## src/rtl/corr_multi_counter_if.sv

```systemverilog
// Byte-stream valid/ready link between corr_multi_counter and the host packet FIFO.
// The master drives data/valid and the slave returns ready.
interface corr_multi_counter_if;
  logic [7:0] data;
  logic       valid;
  logic       ready;

  modport master (output data, output valid, input ready);
  modport slave  (input data, input valid, output ready);
endinterface

```

## src/rtl/corr_multi_counter.sv

```systemverilog
// Multi-pair windowed correlation counter with a byte-packet output stream.
// Optional feature macro: CORR_MULTI_COUNTER_CHECKSUM_EN appends an XOR checksum byte.
module corr_multi_counter #(
  parameter int  N_CH                  = 8,
  parameter int  N_PAIRS               = 2,
  parameter int  MAX_WINDOW_LENGTH_EXP = 16,
  parameter int  MAX_SAMPLE_PERIOD_EXP = 15,
  localparam int SEL_W = $clog2(N_CH),
  localparam int CNT_W = MAX_WINDOW_LENGTH_EXP + 1,
  localparam int LEN_W = $clog2(MAX_WINDOW_LENGTH_EXP + 1),
  localparam int PER_W = $clog2(MAX_SAMPLE_PERIOD_EXP + 1)
) (
  input  logic                     i_clk,
  input  logic                     i_rst,
  input  logic                     i_cg,
  input  logic [N_CH-1:0]          i_x,
  input  logic [N_PAIRS*SEL_W-1:0] i_selX,
  input  logic [N_PAIRS*SEL_W-1:0] i_selY,
  input  logic [LEN_W-1:0]         i_windowLengthExp,
  input  logic [PER_W-1:0]         i_samplePeriodExp,
  input  logic                     i_clear,
  corr_multi_counter_if.master     pkt,
  output logic                     o_overflow,
  input  logic                     i_overflowClr,
  output logic [7:0]               o_winNum
);

`ifdef CORR_MULTI_COUNTER_CHECKSUM_EN
  localparam int PKT_LEN = 2 + 4*N_PAIRS;
`else
  localparam int PKT_LEN = 1 + 4*N_PAIRS;
`endif
  localparam int T_W   = MAX_WINDOW_LENGTH_EXP;
  localparam int SP_W  = MAX_SAMPLE_PERIOD_EXP;
  localparam int IDX_W = $clog2(PKT_LEN);

  localparam logic [T_W-1:0]   T_ONES   = '1;
  localparam logic [SP_W-1:0]  SP_ONES  = '1;
  localparam logic [IDX_W-1:0] IDX_LAST = IDX_W'(PKT_LEN - 1);

  typedef enum logic {IDLE, SEND} state_t;

  // Count c over a 2**l window mapped to a byte; a fully-set window saturates to FF.
  function automatic logic [7:0] scale_byte(input logic [CNT_W-1:0] c,
                                            input logic [LEN_W-1:0] l);
    logic [CNT_W-1:0] full;
    logic [CNT_W+7:0] wide;
    full = CNT_W'(1) << l;
    if (l >= LEN_W'(8)) wide = {8'd0, c} >> (l - LEN_W'(8));
    else                wide = {8'd0, c} << (LEN_W'(8) - l);
    return (c == full) ? 8'hFF : wide[7:0];
  endfunction

  function automatic logic [CNT_W-1:0] bump(input logic [CNT_W-1:0] c, input logic b);
    return c + {{(CNT_W-1){1'b0}}, b};
  endfunction

  state_t           state, state_n;
  logic [SP_W-1:0]  sp_ctr;
  logic [T_W-1:0]   t;
  logic [LEN_W-1:0] len_exp;
  logic [PER_W-1:0] per_exp;
  logic [SP_W-1:0]  sp_mask;
  logic [T_W-1:0]   t_mask;
  logic             strobe, win_end, accept, last_acc, take_snap, drop;
  logic [IDX_W-1:0] idx;

  logic [CNT_W-1:0] cnt_x [N_PAIRS];
  logic [CNT_W-1:0] cnt_y [N_PAIRS];
  logic [CNT_W-1:0] cnt_i [N_PAIRS];
  logic [CNT_W-1:0] cnt_s [N_PAIRS];
  logic [CNT_W-1:0] nx_x  [N_PAIRS];
  logic [CNT_W-1:0] nx_y  [N_PAIRS];
  logic [CNT_W-1:0] nx_i  [N_PAIRS];
  logic [CNT_W-1:0] nx_s  [N_PAIRS];
  logic [N_PAIRS-1:0] smp_x, smp_y;

  logic [7:0] snap    [PKT_LEN];
  logic [7:0] pkt_reg [PKT_LEN];

  assign len_exp = (int'(i_windowLengthExp) > MAX_WINDOW_LENGTH_EXP) ?
                   LEN_W'(MAX_WINDOW_LENGTH_EXP) : i_windowLengthExp;
  assign per_exp = (int'(i_samplePeriodExp) > MAX_SAMPLE_PERIOD_EXP) ?
                   PER_W'(MAX_SAMPLE_PERIOD_EXP) : i_samplePeriodExp;
  assign sp_mask = SP_ONES >> (MAX_SAMPLE_PERIOD_EXP - int'(per_exp));
  assign t_mask  = T_ONES  >> (MAX_WINDOW_LENGTH_EXP - int'(len_exp));

  // ">=" rather than "==" so a shrinking L or P mid-window cannot stall the stream.
  assign strobe    = (sp_ctr >= sp_mask);
  assign win_end   = i_cg && strobe && (t >= t_mask) && !i_clear;
  assign accept    = i_cg && (state == SEND) && pkt.ready;
  assign last_acc  = accept && (idx == IDX_LAST);
  assign take_snap = win_end && ((state == IDLE) || last_acc);
  assign drop      = win_end && !take_snap;

  always_comb begin
    for (int p = 0; p < N_PAIRS; p++) begin
      smp_x[p] = i_x[i_selX[p*SEL_W +: SEL_W]];
      smp_y[p] = i_x[i_selY[p*SEL_W +: SEL_W]];
      nx_x[p]  = bump(cnt_x[p], smp_x[p]);
      nx_y[p]  = bump(cnt_y[p], smp_y[p]);
      nx_i[p]  = bump(cnt_i[p], smp_x[p] & smp_y[p]);
      nx_s[p]  = bump(cnt_s[p], smp_x[p] ^ smp_y[p]);
    end
  end

  // Snapshot uses the post-increment counts so the window's final sample is included.
`ifdef CORR_MULTI_COUNTER_CHECKSUM_EN
  logic [7:0] csum;
`endif
  always_comb begin
    for (int k = 0; k < PKT_LEN; k++) snap[k] = 8'd0;
    snap[0] = o_winNum + 8'd1;
    for (int p = 0; p < N_PAIRS; p++) begin
      snap[1 + 4*p] = scale_byte(nx_x[p], len_exp);
      snap[2 + 4*p] = scale_byte(nx_y[p], len_exp);
      snap[3 + 4*p] = scale_byte(nx_i[p], len_exp);
      snap[4 + 4*p] = scale_byte(nx_s[p], len_exp);
    end
`ifdef CORR_MULTI_COUNTER_CHECKSUM_EN
    csum = 8'd0;
    for (int k = 0; k < PKT_LEN - 1; k++) csum = csum ^ snap[k];
    snap[PKT_LEN-1] = csum;
`endif
  end

  always_ff @(posedge i_clk or posedge i_rst) begin
    if (i_rst) begin
      sp_ctr <= '0;
      t      <= '0;
    end else if (i_cg) begin
      if (i_clear || strobe) sp_ctr <= '0;
      else                   sp_ctr <= sp_ctr + SP_W'(1);
      if (i_clear)           t <= '0;
      else if (strobe)       t <= (t >= t_mask) ? '0 : t + T_W'(1);
    end
  end

  always_ff @(posedge i_clk or posedge i_rst) begin
    if (i_rst) begin
      for (int p = 0; p < N_PAIRS; p++) begin
        cnt_x[p] <= '0;
        cnt_y[p] <= '0;
        cnt_i[p] <= '0;
        cnt_s[p] <= '0;
      end
    end else if (i_cg) begin
      for (int p = 0; p < N_PAIRS; p++) begin
        if (i_clear || win_end) begin
          cnt_x[p] <= '0;
          cnt_y[p] <= '0;
          cnt_i[p] <= '0;
          cnt_s[p] <= '0;
        end else if (strobe) begin
          cnt_x[p] <= nx_x[p];
          cnt_y[p] <= nx_y[p];
          cnt_i[p] <= nx_i[p];
          cnt_s[p] <= nx_s[p];
        end
      end
    end
  end

  // winNum counts dropped windows too, so the host sees gaps in the sequence.
  always_ff @(posedge i_clk or posedge i_rst) begin
    if (i_rst) begin
      o_winNum   <= 8'd0;
      o_overflow <= 1'b0;
      idx        <= '0;
      for (int k = 0; k < PKT_LEN; k++) pkt_reg[k] <= 8'd0;
    end else if (i_cg) begin
      if (win_end) o_winNum <= o_winNum + 8'd1;
      if (drop)               o_overflow <= 1'b1;
      else if (i_overflowClr) o_overflow <= 1'b0;
      if (take_snap || last_acc) idx <= '0;
      else if (accept)           idx <= idx + IDX_W'(1);
      if (take_snap) begin
        for (int k = 0; k < PKT_LEN; k++) pkt_reg[k] <= snap[k];
      end
    end
  end

  always_ff @(posedge i_clk or posedge i_rst) begin
    if (i_rst) state <= IDLE;
    else       state <= state_n;
  end

  always_comb begin
    state_n   = state;
    pkt.valid = 1'b0;
    case (state)
      IDLE: if (take_snap) state_n = SEND;
      SEND: begin
        pkt.valid = 1'b1;
        if (last_acc && !take_snap) state_n = IDLE;
      end
      default: state_n = IDLE;
    endcase
  end

  assign pkt.data = pkt_reg[idx];

endmodule

```

## src/flat_wrapper.sv

```systemverilog
// flat-port wrapper written by rule: the top's interface ports become plain ports
module corr_multi_counter_flat 
#(
  parameter int  N_CH                  = 8,
  parameter int  N_PAIRS               = 2,
  parameter int  MAX_WINDOW_LENGTH_EXP = 16,
  parameter int  MAX_SAMPLE_PERIOD_EXP = 15,
  localparam int SEL_W = $clog2(N_CH),
  localparam int CNT_W = MAX_WINDOW_LENGTH_EXP + 1,
  localparam int LEN_W = $clog2(MAX_WINDOW_LENGTH_EXP + 1),
  localparam int PER_W = $clog2(MAX_SAMPLE_PERIOD_EXP + 1)
)
  (i_clk, i_rst, i_cg, i_x, i_selX, i_selY, i_windowLengthExp, i_samplePeriodExp, i_clear, o_overflow, i_overflowClr, o_winNum, pkt_data, pkt_valid, pkt_ready);
  corr_multi_counter_if pkt_i ();
  input  logic i_clk;
  input  logic i_rst;
  input  logic i_cg;
  input  logic [N_CH-1:0] i_x;
  input  logic [N_PAIRS*SEL_W-1:0] i_selX;
  input  logic [N_PAIRS*SEL_W-1:0] i_selY;
  input  logic [LEN_W-1:0] i_windowLengthExp;
  input  logic [PER_W-1:0] i_samplePeriodExp;
  input  logic i_clear;
  output logic o_overflow;
  input  logic i_overflowClr;
  output logic [7:0] o_winNum;
  output wire logic [$bits(pkt_i.data)-1:0] pkt_data;
  output wire logic [$bits(pkt_i.valid)-1:0] pkt_valid;
  input wire logic [$bits(pkt_i.ready)-1:0] pkt_ready;
  assign pkt_data = pkt_i.data;
  assign pkt_valid = pkt_i.valid;
  assign pkt_i.ready = pkt_ready;
  corr_multi_counter #(.N_CH(N_CH), .N_PAIRS(N_PAIRS), .MAX_WINDOW_LENGTH_EXP(MAX_WINDOW_LENGTH_EXP), .MAX_SAMPLE_PERIOD_EXP(MAX_SAMPLE_PERIOD_EXP)) u_core (.i_clk(i_clk), .i_rst(i_rst), .i_cg(i_cg), .i_x(i_x), .i_selX(i_selX), .i_selY(i_selY), .i_windowLengthExp(i_windowLengthExp), .i_samplePeriodExp(i_samplePeriodExp), .i_clear(i_clear), .pkt(pkt_i), .o_overflow(o_overflow), .i_overflowClr(i_overflowClr), .o_winNum(o_winNum));
endmodule
```

## config.mk

```make
export PLATFORM = sky130hd
export DESIGN_NAME = corr_multi_counter_flat
export DESIGN_NICKNAME = d
export VERILOG_FILES = /design/src/rtl/corr_multi_counter_if.sv /design/src/rtl/corr_multi_counter.sv /design/src/flat_wrapper.sv
export SDC_FILE = /design/constraint.sdc
export NUM_CORES = 1
export LEC_CHECK = 0
export ABC_AREA = 1
export ABC_CLOCK_PERIOD_IN_PS = 10410
export BUFFER_PORTS_ARGS = -buffer_cell sky130_fd_sc_hd__buf_4
export CAP_MARGIN = 25
export CORE_MARGIN = 5
export CORE_UTILIZATION = 55
export DETAILED_ROUTE_END_ITERATION = 7
export PLACE_DENSITY = 0.69
export SYNTH_ARGS = -nofsm -noshare
export SYNTH_HDL_FRONTEND = slang
export SYNTH_SLANG_ARGS = --single-unit
```

## constraint.sdc

```tcl
create_clock -name i_clk -period 10.41 [get_ports i_clk]
set_input_delay 0 -clock i_clk [delete_from_list [all_inputs] [get_ports i_clk]]
set_output_delay 0 -clock i_clk [all_outputs]
set_load 0.03 [all_outputs]
```

==> results.cfg <==
[outcome]
status = finished, final reports clean

[sta]
setup_violations = 0
rsz0062_at_grt = false
clock.fmax_mhz = 187
tns_ns = 0
hold_viol = 0
slew_headroom_pct = 24.8
min_period_over_period_pct = 51.3
timing.final.crit_period_ns = 5.34
timing.hold.ws_ns = 0.0550
drv_slew = 0
tightest_slew_ns = 1.12
finClkSkew_ns = 0.0240

[floorplan]
ios = 53
core_region_area_mm2 = 0.0434
die_h_um = 220
die_area_mm2 = 0.0483
rows = 76
start_util_pct = 55.9
die_w_um = 220

[critical_path]
crit_chain = dlygate4sd3_1 -> buf_4 -> inv_1 -> nor2_4 -> inv_4 -> ha_1 -> buf_4 -> clkinv_1 -> nor2_2 -> nand3_1 -> ha_1 -> nand2_1 -> nor3_1 -> nand3_1 -> nand3_1 -> nand2_1 -> nand2_4 -> buf_4 -> buf_12 -> o22ai_1
end_kind = register
crit_fanout = 53
worst_ep_required_time_ns = 10.81
worstSetupPathType = in2reg
crit_path_start_kind = primary input
slowest_delay_ns = 0.58
cp_slowest_cell = buf_4
arrival_ns = 5.73

[pwr]
total_power_mw = 3.70
p_sw_share_pct = 38.5
p_per_area_mw_per_mm2 = 141
leakagePower_nw = 12.6
p_clk_share_pct = 36.1
peakVddDrop_mv = 0.153
power_frac_comb_pct = 33.5
switching_power_mw = 1.43
intPower_mw = 2.28
seqPwrFrac_pct = 30.4

[logic_synthesis]
avgSynthCellArea_um2 = 5.95
synth_top_cells_by_area = dfrtp_1 26%, nand2_1 20%, nand3_1 15%
yosysSeqAreaShare_pct = 26.1
synth.most_common_cell = nand2_1
synth_flop_cell = dfrtp_1
synthesis.area_mm2 = 0.0242
yosysWarnings = 0
synth_commonest_cells = 1301 x nand2_1, 707 x nand3_1, 398 x inv_1
synthCells = 4068
synth_top_cell_by_area = dfrtp_1
ys_ff_latch = 253
synth.top_cell.area_share_pct = 26.1
async_flop_share_pct = 100
synth_edf_count = 0
syn_nets = 4163
synth_cell_types = 53

[routing]
wl_met3_um = 11800
final_antenna_net_count = 0
drt_pass1_iterations = 7
routed.top_layer = met4
avgViaCountPerCell = 6.12
num_vias = 28300
drt-met1-wl_um = 38700
avgRoutedWirePerCell_um = 20.9
drt_wl_total_um = 96900
drt_iter0_drc = 4382
post-route-drc-count = 0
wl_met2_um = 39400

[place]
dp_hpwl_um = 66400
routabilityCongestion = 1.05
place_area_mm2 = 0.0249
numPortBuffers = 52

[flow_run]
drv_cap = 0

[global_routing]
grt_max_degree = 178
grt_use_total_pct = 39.2
antenna_found_initial = 1
grt-ovfl-total = 0
grt_pass1_vias = 25400
grt_first_pass_wirelength_um = 148000

[finish]
area_delta_synth_final_pct = 8.36
fin_area_mm2 = 0.0262
largest_reg_flops = 72
drive_above_1_share_pct = 5.25
fill_cells = 4425
nNetsFinal = 4109
final_util_pct = 60.5

[clock_tree]
clk_pin_slew_worst_paths_ns = 0.06
cts_buffers = 34
clock_latency_ns = 0.57
root_buffer = clkbuf_16
cts_resized = 0
hold_buffers = 7
cts_buffer_depth = 3
clock-sinks = 253
htreeDepth = 2
post-cts-setup-buffer-count = 0
tritoncts = built

[min_path]
hold_class = in2async
## cell families after synthesis
| group | share of synthesized area [%] |
|---|---|
| and+or+nand+nor | 44.3 |
| AOI/OAI and AO/OA | 14.2 |
| adders and majority gates | 3.10 |
| xor gates and xnor gates | 2.46 |
| DFF | 26.1 |
| buffers and inverters | 9.79 |
## cell usage in the layout, fill, tap and decap left out, types with 4 or more instances in the layout
master         instances
nand3_1              707
o211ai_1              18
o22ai_1              138
clkbuf_16             37
nand4_1               79
nand4_4                6
o31ai_1               15
a21boi_0               7
buf_4                 85
clkinv_1               4
xor2_1                60
clkbuf_8               6
xnor2_1                8
and2_1                 5
a22oi_1                8
nor2_2                 5
inv_2                 23
a21oi_1              161
o21ai_0              175
o21ai_1                4
o32ai_1                7
a21boi_1              15
nand2_1             1299
dlygate4sd3_1          7
nor3_1                23
ha_1                  60
bufinv_16              6
a221oi_1              13
inv_1                396
or2_2                 11
clkbuf_1               7
nor2_1               323
nor3b_1                4
dfrtp_1              253
a31oi_1               13
nand3_2                5
## layout make-up
cell class / instances / area [µm²] / share of cell area (%)
repair buffers: 94 / 756 / 2.88
well taps: 585 / 732 / 2.79
clock buffers: 50 / 1030 / 3.94
multi-input cells: 3204 / 15600 / 59.3
inverters: 427 / 1620 / 6.18
flip-flops and latches: 253 / 6330 / 24.1
clock inverters: 11 / 214 / 0.815
diodes: 1 / 2.50 / 0.00953
## through the flow
step,setup WS (ns),cells
finish,5.07,4625
global route,4.88,4624
CTS,5.06,4622
detailed placement,4.57,4554
global placement,4.73,4554
floorplan,3.45,4068
## critical path, delay by kind of cell
kind | cells | cell delay, ns
buffers and inverters | 8 | 3.21
and+or+nand+nor | 9 | 1.77
adders and majority gates | 2 | 0.53
AOI/OAI and AO/OA | 1 | 0.14
## power groups by stage
| stage | logic (mW) | registers (mW) | clock network, mW |
|---|---|---|---|
| floorplan | 0.810 | 1.13 | 0 |
| global placement | 1.19 | 1.14 | 0 |
| detailed placement | 1.19 | 1.14 | 0 |
| CTS | 1.20 | 1.13 | 1.34 |
| global route | 1.33 | 1.14 | 1.39 |
| finish | 1.24 | 1.13 | 1.34 |
## metal layers
metal | vias up | global-route usage (%)
li1 | 13500 | -
met1 | 12800 | 52.7
met2 | 1656 | 56.7
met3 | 427 | 10.9
met4 | 0 | 22.4
met5 | - | 0
## path summary, 6_finish.rpt
kind	from	endpoint	slack [ns]	cells after the start
setup / recovery	i_windowLengthExp[0]	u_core.cnt_i[12]	5.07	20
hold / removal	i_rst	u_core.sp_ctr[0]	0.06	3
setup reg to reg	u_core.idx[0]	u_core.idx[0]	6.70	11
hold reg to reg	u_core.pkt_reg[51]	u_core.pkt_reg[51]	0.49	2
max in group asynchronous	i_rst	u_core.cnt_s[32]	8.66	6
min in group i_clk	i_windowLengthExp[2]	u_core.pkt_reg[56]	0.06	4
(Power assumes the default switching activity.)
